## src/rtl/decode_pkg.sv

```systemverilog
// Shared constants and types for the registered instruction decode stage.
package decode_pkg;

    localparam logic [2:0] OPC_B    = 3'b001;
    localparam logic [2:0] OPC_BL   = 3'b010;
    localparam logic [2:0] OPC_LDR  = 3'b011;
    localparam logic [2:0] OPC_STR  = 3'b100;
    localparam logic [2:0] OPC_ALU  = 3'b101;
    localparam logic [2:0] OPC_MOV  = 3'b110;
    localparam logic [2:0] OPC_HALT = 3'b111;

    // Branch conditions carried in instr[10:8]; 111 is reserved.
    localparam logic [2:0] COND_AL = 3'b000;
    localparam logic [2:0] COND_EQ = 3'b001;
    localparam logic [2:0] COND_NE = 3'b010;
    localparam logic [2:0] COND_LT = 3'b011;
    localparam logic [2:0] COND_LE = 3'b100;
    localparam logic [2:0] COND_GT = 3'b101;
    localparam logic [2:0] COND_GE = 3'b110;

    typedef enum logic [1:0] {
        BR_NONE = 2'b00,
        BR_REL  = 2'b01,
        BR_REG  = 2'b10
    } branch_en_e;

    typedef enum logic [0:0] {
        RUN  = 1'b0,
        HALT = 1'b1
    } state_e;

    // Immediates are kept as the raw low byte and sign-extended at the output.
    typedef struct packed {
        logic [2:0] opcode;
        logic [1:0] op;
        logic [2:0] rn;
        logic [2:0] rd;
        logic [2:0] rm;
        logic [1:0] shift;
        logic [1:0] aluop;
        logic [7:0] imm8;
        branch_en_e branch_en;
        logic       illegal;
    } bundle_t;

endpackage

```

## src/rtl/decode_stage_if.sv

```systemverilog
// Handshake and decoded-bundle signals of decode_stage; stat counters exist
// only when DECODE_STATS_EN is defined.
interface decode_stage_if #(
    parameter int DATA_W = 16
`ifdef DECODE_STATS_EN
    , parameter int CNT_W = 16
`endif
);
    logic              in_valid;
    logic              in_ready;
    logic [15:0]       instr;
    logic [2:0]        status;
    logic              flush;
    logic              resume;
    logic              out_valid;
    logic              out_ready;
    logic [2:0]        opcode;
    logic [1:0]        op;
    logic [2:0]        rn;
    logic [2:0]        rd;
    logic [2:0]        rm;
    logic [1:0]        shift;
    logic [1:0]        aluop;
    logic [DATA_W-1:0] sximm5;
    logic [DATA_W-1:0] sximm8;
    logic [1:0]        branch_en;
    logic              illegal;
    logic              halted;
`ifdef DECODE_STATS_EN
    logic [CNT_W-1:0]  stat_instr_cnt;
    logic [CNT_W-1:0]  stat_taken_cnt;
`endif

    modport master (
        output in_valid, instr, status, flush, resume, out_ready,
        input  in_ready, out_valid, opcode, op, rn, rd, rm, shift, aluop,
               sximm5, sximm8, branch_en, illegal, halted
`ifdef DECODE_STATS_EN
        , input stat_instr_cnt, stat_taken_cnt
`endif
    );

    modport slave (
        input  in_valid, instr, status, flush, resume, out_ready,
        output in_ready, out_valid, opcode, op, rn, rd, rm, shift, aluop,
               sximm5, sximm8, branch_en, illegal, halted
`ifdef DECODE_STATS_EN
        , output stat_instr_cnt, stat_taken_cnt
`endif
    );

endinterface

```

## src/rtl/decode_stage_branch_cond_eval.sv

```systemverilog
// Combinational branch resolution and illegal-encoding detection.
module branch_cond_eval
    import decode_pkg::*;
(
    input  logic [2:0] opcode,
    input  logic [1:0] op,
    input  logic [2:0] cond,
    input  logic [2:0] status,
    output branch_en_e branch_en,
    output logic       illegal
);
    logic z, n, v, lt;

    assign z  = status[0];
    assign n  = status[1];
    assign v  = status[2];
    assign lt = n ^ v;

    always_comb begin
        branch_en = BR_NONE;
        illegal   = 1'b0;
        case (opcode)
            OPC_B: begin
                case (cond)
                    COND_AL: branch_en = BR_REL;
                    COND_EQ: branch_en = z ? BR_REL : BR_NONE;
                    COND_NE: branch_en = !z ? BR_REL : BR_NONE;
                    COND_LT: branch_en = lt ? BR_REL : BR_NONE;
                    COND_LE: branch_en = (lt || z) ? BR_REL : BR_NONE;
                    COND_GT: branch_en = (!z && !lt) ? BR_REL : BR_NONE;
                    COND_GE: branch_en = !lt ? BR_REL : BR_NONE;
                    default: illegal = 1'b1;
                endcase
            end
            // BL: op 11 is PC-relative link, 00/10 jump through Rd, 01 reserved.
            OPC_BL: begin
                case (op)
                    2'b11:   branch_en = BR_REL;
                    2'b01:   illegal = 1'b1;
                    default: branch_en = BR_REG;
                endcase
            end
            OPC_LDR, OPC_STR, OPC_ALU, OPC_MOV, OPC_HALT: ;
            default: illegal = 1'b1;
        endcase
    end

endmodule

```

## src/rtl/decode_stage.sv

```systemverilog
// Registered instruction decode stage with valid/ready handshake, HALT/resume
// and flush. Optional statistics counters under DECODE_STATS_EN.
module decode_stage
    import decode_pkg::*;
#(
    parameter int DATA_W = 16
`ifdef DECODE_STATS_EN
    , parameter int CNT_W = 16
`endif
) (
    input  logic          clk,
    input  logic          reset_n,
    decode_stage_if.slave bus
);
    localparam logic [0:0] S_RUN  = RUN;
    localparam logic [0:0] S_HALT = HALT;

    logic [0:0] state_q, state_d;
    logic       out_valid_q, out_valid_d;
    bundle_t    bundle_q, bundle_d, dec;
    branch_en_e br_en;
    logic       br_illegal;
    logic       in_ready, accept;

    branch_cond_eval u_branch_cond_eval (
        .opcode    (bus.instr[15:13]),
        .op        (bus.instr[12:11]),
        .cond      (bus.instr[10:8]),
        .status    (bus.status),
        .branch_en (br_en),
        .illegal   (br_illegal)
    );

    // Flush blocks acceptance so the offered instruction is re-presented later.
    assign in_ready = (state_q == S_RUN) && !bus.flush && (!out_valid_q || bus.out_ready);
    assign accept   = bus.in_valid && in_ready;

    always_comb begin
        dec           = '0;
        dec.opcode    = bus.instr[15:13];
        dec.op        = bus.instr[12:11];
        dec.rn        = bus.instr[10:8];
        dec.rd        = bus.instr[7:5];
        dec.rm        = bus.instr[2:0];
        dec.shift     = (dec.opcode == OPC_ALU || dec.opcode == OPC_MOV) ? bus.instr[4:3] : 2'b00;
        dec.aluop     = (dec.opcode == OPC_ALU) ? bus.instr[12:11] : 2'b00;
        dec.imm8      = bus.instr[7:0];
        dec.branch_en = br_en;
        dec.illegal   = br_illegal;
    end

    always_comb begin
        state_d     = state_q;
        out_valid_d = out_valid_q;
        bundle_d    = bundle_q;
        if (accept) begin
            bundle_d    = dec;
            out_valid_d = 1'b1;
            if (dec.opcode == OPC_HALT) state_d = S_HALT;
        end else begin
            if (bus.flush || bus.out_ready) out_valid_d = 1'b0;
            if (state_q == S_HALT && bus.resume) state_d = S_RUN;
        end
    end

    always_ff @(posedge clk or negedge reset_n) begin
        if (!reset_n) begin
            state_q     <= S_RUN;
            out_valid_q <= 1'b0;
            bundle_q    <= '0;
        end else begin
            state_q     <= state_d;
            out_valid_q <= out_valid_d;
            bundle_q    <= bundle_d;
        end
    end

    assign bus.in_ready  = in_ready;
    assign bus.out_valid = out_valid_q;
    assign bus.opcode    = bundle_q.opcode;
    assign bus.op        = bundle_q.op;
    assign bus.rn        = bundle_q.rn;
    assign bus.rd        = bundle_q.rd;
    assign bus.rm        = bundle_q.rm;
    assign bus.shift     = bundle_q.shift;
    assign bus.aluop     = bundle_q.aluop;
    assign bus.sximm5    = {{(DATA_W-5){bundle_q.imm8[4]}}, bundle_q.imm8[4:0]};
    assign bus.sximm8    = {{(DATA_W-8){bundle_q.imm8[7]}}, bundle_q.imm8};
    assign bus.branch_en = bundle_q.branch_en;
    assign bus.illegal   = bundle_q.illegal;
    assign bus.halted    = (state_q == S_HALT);

`ifdef DECODE_STATS_EN
    logic [CNT_W-1:0] instr_cnt_q, instr_cnt_d, taken_cnt_q, taken_cnt_d;

    always_comb begin
        instr_cnt_d = instr_cnt_q;
        taken_cnt_d = taken_cnt_q;
        if (accept) begin
            instr_cnt_d = instr_cnt_q + 1'b1;
            if (dec.branch_en != BR_NONE) taken_cnt_d = taken_cnt_q + 1'b1;
        end
    end

    always_ff @(posedge clk or negedge reset_n) begin
        if (!reset_n) begin
            instr_cnt_q <= '0;
            taken_cnt_q <= '0;
        end else begin
            instr_cnt_q <= instr_cnt_d;
            taken_cnt_q <= taken_cnt_d;
        end
    end

    assign bus.stat_instr_cnt = instr_cnt_q;
    assign bus.stat_taken_cnt = taken_cnt_q;
`endif

endmodule

```

## src/flat_wrapper.sv

```systemverilog
// flat-port wrapper written by rule: the top's interface ports become plain ports
module decode_stage_flat import decode_pkg::*;
#(
    parameter int DATA_W = 16

)
  (clk, reset_n, bus_in_valid, bus_instr, bus_status, bus_flush, bus_resume, bus_out_ready, bus_in_ready, bus_out_valid, bus_opcode, bus_op, bus_rn, bus_rd, bus_rm, bus_shift, bus_aluop, bus_sximm5, bus_sximm8, bus_branch_en, bus_illegal, bus_halted);
  decode_stage_if #(.DATA_W(DATA_W)) bus_i ();
  input  logic clk;
  input  logic reset_n;
  input wire logic [$bits(bus_i.in_valid)-1:0] bus_in_valid;
  input wire logic [$bits(bus_i.instr)-1:0] bus_instr;
  input wire logic [$bits(bus_i.status)-1:0] bus_status;
  input wire logic [$bits(bus_i.flush)-1:0] bus_flush;
  input wire logic [$bits(bus_i.resume)-1:0] bus_resume;
  input wire logic [$bits(bus_i.out_ready)-1:0] bus_out_ready;
  output wire logic [$bits(bus_i.in_ready)-1:0] bus_in_ready;
  output wire logic [$bits(bus_i.out_valid)-1:0] bus_out_valid;
  output wire logic [$bits(bus_i.opcode)-1:0] bus_opcode;
  output wire logic [$bits(bus_i.op)-1:0] bus_op;
  output wire logic [$bits(bus_i.rn)-1:0] bus_rn;
  output wire logic [$bits(bus_i.rd)-1:0] bus_rd;
  output wire logic [$bits(bus_i.rm)-1:0] bus_rm;
  output wire logic [$bits(bus_i.shift)-1:0] bus_shift;
  output wire logic [$bits(bus_i.aluop)-1:0] bus_aluop;
  output wire logic [$bits(bus_i.sximm5)-1:0] bus_sximm5;
  output wire logic [$bits(bus_i.sximm8)-1:0] bus_sximm8;
  output wire logic [$bits(bus_i.branch_en)-1:0] bus_branch_en;
  output wire logic [$bits(bus_i.illegal)-1:0] bus_illegal;
  output wire logic [$bits(bus_i.halted)-1:0] bus_halted;
  assign bus_i.in_valid = bus_in_valid;
  assign bus_i.instr = bus_instr;
  assign bus_i.status = bus_status;
  assign bus_i.flush = bus_flush;
  assign bus_i.resume = bus_resume;
  assign bus_i.out_ready = bus_out_ready;
  assign bus_in_ready = bus_i.in_ready;
  assign bus_out_valid = bus_i.out_valid;
  assign bus_opcode = bus_i.opcode;
  assign bus_op = bus_i.op;
  assign bus_rn = bus_i.rn;
  assign bus_rd = bus_i.rd;
  assign bus_rm = bus_i.rm;
  assign bus_shift = bus_i.shift;
  assign bus_aluop = bus_i.aluop;
  assign bus_sximm5 = bus_i.sximm5;
  assign bus_sximm8 = bus_i.sximm8;
  assign bus_branch_en = bus_i.branch_en;
  assign bus_illegal = bus_i.illegal;
  assign bus_halted = bus_i.halted;
  decode_stage #(.DATA_W(DATA_W)) u_core (.clk(clk), .reset_n(reset_n), .bus(bus_i));
endmodule
```

## config.mk

```make
export PLATFORM = sky130hd
export DESIGN_NAME = decode_stage_flat
export DESIGN_NICKNAME = d
export VERILOG_FILES = /design/src/rtl/decode_pkg.sv /design/src/rtl/decode_stage_if.sv /design/src/rtl/decode_stage_branch_cond_eval.sv /design/src/rtl/decode_stage.sv /design/src/flat_wrapper.sv
export SDC_FILE = /design/constraint.sdc
export NUM_CORES = 1
export LEC_CHECK = 0
export CAP_MARGIN = 0
export CORE_MARGIN = 3
export CORE_UTILIZATION = 37
export DETAILED_ROUTE_END_ITERATION = 8
export GPL_ROUTABILITY_DRIVEN = 0
export MAX_ROUTING_LAYER = met4
export PLACE_DENSITY = 0.87
export REMOVE_ABC_BUFFERS = 1
export SYNTH_ARGS = -nofsm -noshare
export SYNTH_HDL_FRONTEND = slang
export SYNTH_SLANG_ARGS = --single-unit
export TNS_END_PERCENT = 1
```

## constraint.sdc

```tcl
create_clock -name clk -period 1.3 [get_ports clk]
set_input_delay 0.26 -clock clk [delete_from_list [all_inputs] [get_ports clk]]
set_output_delay 0.26 -clock clk [all_outputs]
set_load 0.03 [all_outputs]
```

==> impl_results.rst <==
.. list-table::
   :header-rows: 1

   * - Metric
     - Value
   * - Result of the run
     - complete, but fails checks
   * - Violated checks
     - negative setup slack
   * - Overall Global Routing Usage
     - 14.4%
   * - Core region area
     - 0.00344 sq mm
   * - Worst-case headroom to the max-slew limit
     - 79.1%
   * - Worst setup startpoint
     - u_core.bus.out_valid
   * - HPWL after detailed placement
     - 2550 um
   * - Worst setup EP type
     - primary output
   * - Synthesized netlist cell count
     - 125
   * - Worst ir drop on vdd
     - 0.714 mV
   * - Netlist cell types
     - 27
   * - Number of buffers added to fix hold violations after cts
     - 0
   * - Post-placement worst setup slack
     - -0.432 ns
   * - Inserted Clock Buffers
     - 3
   * - Fin util
     - 58.3%
   * - Clock Tree Buf Depth
     - 2
   * - Actual transition at the worst max-transition pin
     - 0.314 ns
   * - TritonCTS clock tree
     - yes
   * - Cell types with the largest area share after synthesis
     - sky130_fd_sc_hd__dfrtp_1, sky130_fd_sc_hd__buf_4, sky130_fd_sc_hd__mux2_2
   * - Arr. time, crit path
     - 1.09 ns
   * - Die area
     - 0.00444 sq mm
   * - Area added between synthesis and finish
     - 47.3%
   * - Most used DFF post-synth
     - sky130_fd_sc_hd__dfrtp_1
   * - Number of max-slew violations in the final report
     - 0
   * - Overall power after layout
     - 2.95 mW
   * - Post-route minimum period
     - 1.35 ns
   * - CTS clock-pin slew for the worst setup and hold paths
     - 0.08 ns
   * - Reg-to-reg setup timing slack
     - 0.03 ns
   * - Highest clock frequency the design can meet
     - 741 MHz
   * - Total of warnings raised by yosys
     - 0
   * - Average footprint of a synthesized cell
     - 10.9 sq um
   * - Total clock sinks
     - 25
   * - Total via count after detailed routing
     - 1071
   * - Cell type with the highest aggregate area in the netlist
     - sky130_fd_sc_hd__dfrtp_1
   * - Number of design-rule violations left by the first detailed-router iteration
     - 64
   * - Final worst-path setup slack
     - -0.0495 ns
   * - Number of antenna-violating nets in the routed design
     - 0
   * - Worst Reg2Reg Path Length in Cells
     - 6
   * - Post-synthesis async set-or-reset flop share
     - 100%
   * - Fin. Hold Viols
     - 0
   * - Final period utilization
     - 104%
   * - Max capacitance violation total
     - 0
   * - Cell chosen for the clock root
     - sky130_fd_sc_hd__clkbuf_8
   * - Total power divided by cell area
     - 1470 mW/mm^2
   * - Max incr delay on CP
     - 0.41 ns
   * - Fillers
     - 298
   * - Post-CTS Setup Bufs
     - 0
   * - Inserted Diodes
     - 0
   * - H-tree levels
     - 1
   * - Floorplan row count
     - 21
   * - Setup repair after global routing missed its margin
     - true
   * - Initial core utilization
     - 39.5%
   * - Fin nets
     - 210
   * - Wirelength, routed
     - 3160 um
   * - Cell type group with the largest total delay on the critical path
     - flip-flops
   * - Number of top-level pins
     - 81
   * - Wire length per cell
     - 13.7 um
   * - Reg2Reg Launch Point
     - u_core.bus.halted
   * - Count of flip-flops with a built-in enable after synthesis
     - 0
   * - Cell chain of the critical path
     - nand2b_4 -> buf_6 -> and2_4 -> buf_6
   * - Type of origin of the critical path
     - flip-flop
   * - Avg Vias per Cell
     - 4.66
   * - Critical path's most frequent cell
     - sky130_fd_sc_hd__buf_6
   * - Number of search-and-repair iterations in the first detailed-routing pass
     - 4
   * - Most frequent cell after synthesis
     - sky130_fd_sc_hd__buf_4
   * - Antenna violations before repair
     - 0
   * - DRC violations left
     - 0
   * - Stages on the worst setup path
     - 4
   * - Class of the most critical setup path
     - reg2out
   * - Worst path bufs/invs
     - 2
   * - Total standard cell area after synthesis
     - 0.00136 sq mm
   * - Maximum number of pins on one net before global-route repair
     - 29
   * - Number of port buffers
     - 80
   * - Endpoint of the most critical setup path
     - bus_in_ready
   * - Required time at the worst-slack endpoint
     - 1.04 ns
   * - Leading post-synthesis cells by instance count
     - sky130_fd_sc_hd__buf_4, sky130_fd_sc_hd__dfrtp_1, sky130_fd_sc_hd__mux2_2
   * - Critical register-to-register path endpoint
     - u_core.bus.illegal
   * - Final-layout setup total negative slack
     - -0.138 ns
   * - Die span in y
     - 66.7 um
   * - Leakage component of the power
     - 0.947 nW
   * - Number of placed cells counting well taps
     - 226
   * - Proportion of layout cells with a drive suffix above 1
     - 45.7%
   * - Max Clock Skew
     - 0.00293 ns
   * - Chip Width
     - 66.7 um
   * - Worst-path cell with the longest stage delay
     - sky130_fd_sc_hd__dfrtp_1
   * - Type of the most critical hold path
     - in2async
   * - Final Setup Violations
     - 13
   * - Vias in the first global route
     - 1084
   * - Wire length of the first global-routing pass
     - 4980 um
   * - Crit Path Max Fanout
     - 2
   * - Share of the synthesized area in the top cell type
     - 46.0%
   * - Number of flip-flops and latches in the synthesized netlist
     - 25
   * - Number of standard cells in the layout, taps in and fillers out
     - 230
   * - Seq/Total Area, Yosys
     - 46.0%
   * - Final global-route overflow total
     - 0
   * - Clock latency at the later pin of the worst-skew pair
     - 0.26 ns
==> registers in the layout, indices dropped and copies added (netlist names) <==
| name | flops |
|---|---|
| u_core.bus.shift | 2 |
| u_core.bus.out_valid | 1 |
| u_core.bus.sximm5 | 5 |
| u_core.bus.branch_en | 2 |
| u_core.bus.halted | 1 |
| u_core.bus.op | 2 |
| u_core.bus.aluop | 2 |
| u_core.bus.rd | 1 |
| u_core.bus.sximm8 | 2 |
| u_core.bus.opcode | 3 |
| u_core.bus.rn | 3 |
| u_core.bus.illegal | 1 |
==> how the worst min path moves through the flow <==
| stage | from | to | slack (ns) | cells past startpoint |
|---|---|---|---|---|
| finish | reset_n | u_core.bus.aluop[1] | 0.36 | 2 |
| global route | reset_n | u_core.bus.sximm5[0] | 0.37 | 2 |
| CTS | reset_n | u_core.bus.rn[1] | 0.37 | 2 |
| detailed placement | u_core.bus.aluop[1] | u_core.bus.aluop[1] | 0.47 | 2 |
| global placement | u_core.bus.aluop[0] | u_core.bus.aluop[0] | 0.47 | 2 |
| floorplan | reset_n | u_core.bus.aluop[0] | -0.04 | 0 |
==> cell usage in the layout, fill, tap and decap left out, drive strengths merged, types with 2 or more instances in the layout <==
cell type      instances
o22ai                  2
a21oi                  3
dlygate4sd2            5
nor3b                  3
nor2                   5
clkbuf                10
mux2                  16
clkdlybuf4s50         20
and2b                  2
nand4b                 2
inv                    3
o31ai                  2
a22o                   2
clkdlybuf4s15          9
nand2                  6
o21ai                  5
buf                   51
nand3                  4
xor2                   2
dfrtp                 25
==> routing by layer <==
| metal | up-vias | share of wire, % | global-route usage [%] |
|---|---|---|---|
| met5 | - | 0 | - |
| met4 | 0 | 0 | 0.761 |
| met3 | 0 | 5.9 | 3.04 |
| met2 | 30 | 57 | 26.7 |
| met1 | 529 | 37 | 16.8 |
| li1 | 512 | - | - |
==> area by class of cell <==
| cell class | count | area (sq um) | area share (%) |
|---|---|---|---|
| clock buffer | 4 | 45.0 | 2.25 |
| timing repair buffer | 91 | 779 | 38.9 |
| sequential | 25 | 628 | 31.3 |
| inverter | 3 | 11.3 | 0.561 |
| tap | 46 | 57.6 | 2.87 |
| multi-input combinational | 61 | 484 | 24.1 |
==> kinds of logic after synthesis <==
| group | after synthesis | synth area share [%] |
|---|---|---|
| buffers and inverters | 39 | 19.9 |
| DFF | 25 | 46.0 |
| AOI/OAI and AO/OA | 16 | 8.27 |
| muxes | 17 | 14.0 |
| and+or+nand+nor | 26 | 10.6 |
| xor gates and xnor gates | 2 | 1.29 |
==> where the power goes <==
group / internal (mW) / leakage (nW) / switching [mW] / total [mW]
Clock: 0.218 / 0.0228 / 0.226 / 0.444
Combinational: 0.584 / 0.616 / 0.906 / 1.49
Sequential: 0.902 / 0.308 / 0.110 / 1.01
==> repair_timing <==
item | 4_1_cts | 5_1_grt
gates resized for setup | 27 | 22
setup endpoints to repair | 49 | 49
pin swaps | 3 | 0
endpoints found under the hold margin | 0 | 0
==> through the flow <==
| step | area, sq um | hold slack (ns) |
|---|---|---|
| floorplan | 1100 | -0.0356 |
| global placement | 1970 | 0.465 |
| detailed placement | 1970 | 0.467 |
| CTS | 2010 | 0.367 |
| global route | 2010 | 0.373 |
| finish | 2010 | 0.360 |
Note: power is estimated with default switching activity, not from simulation.
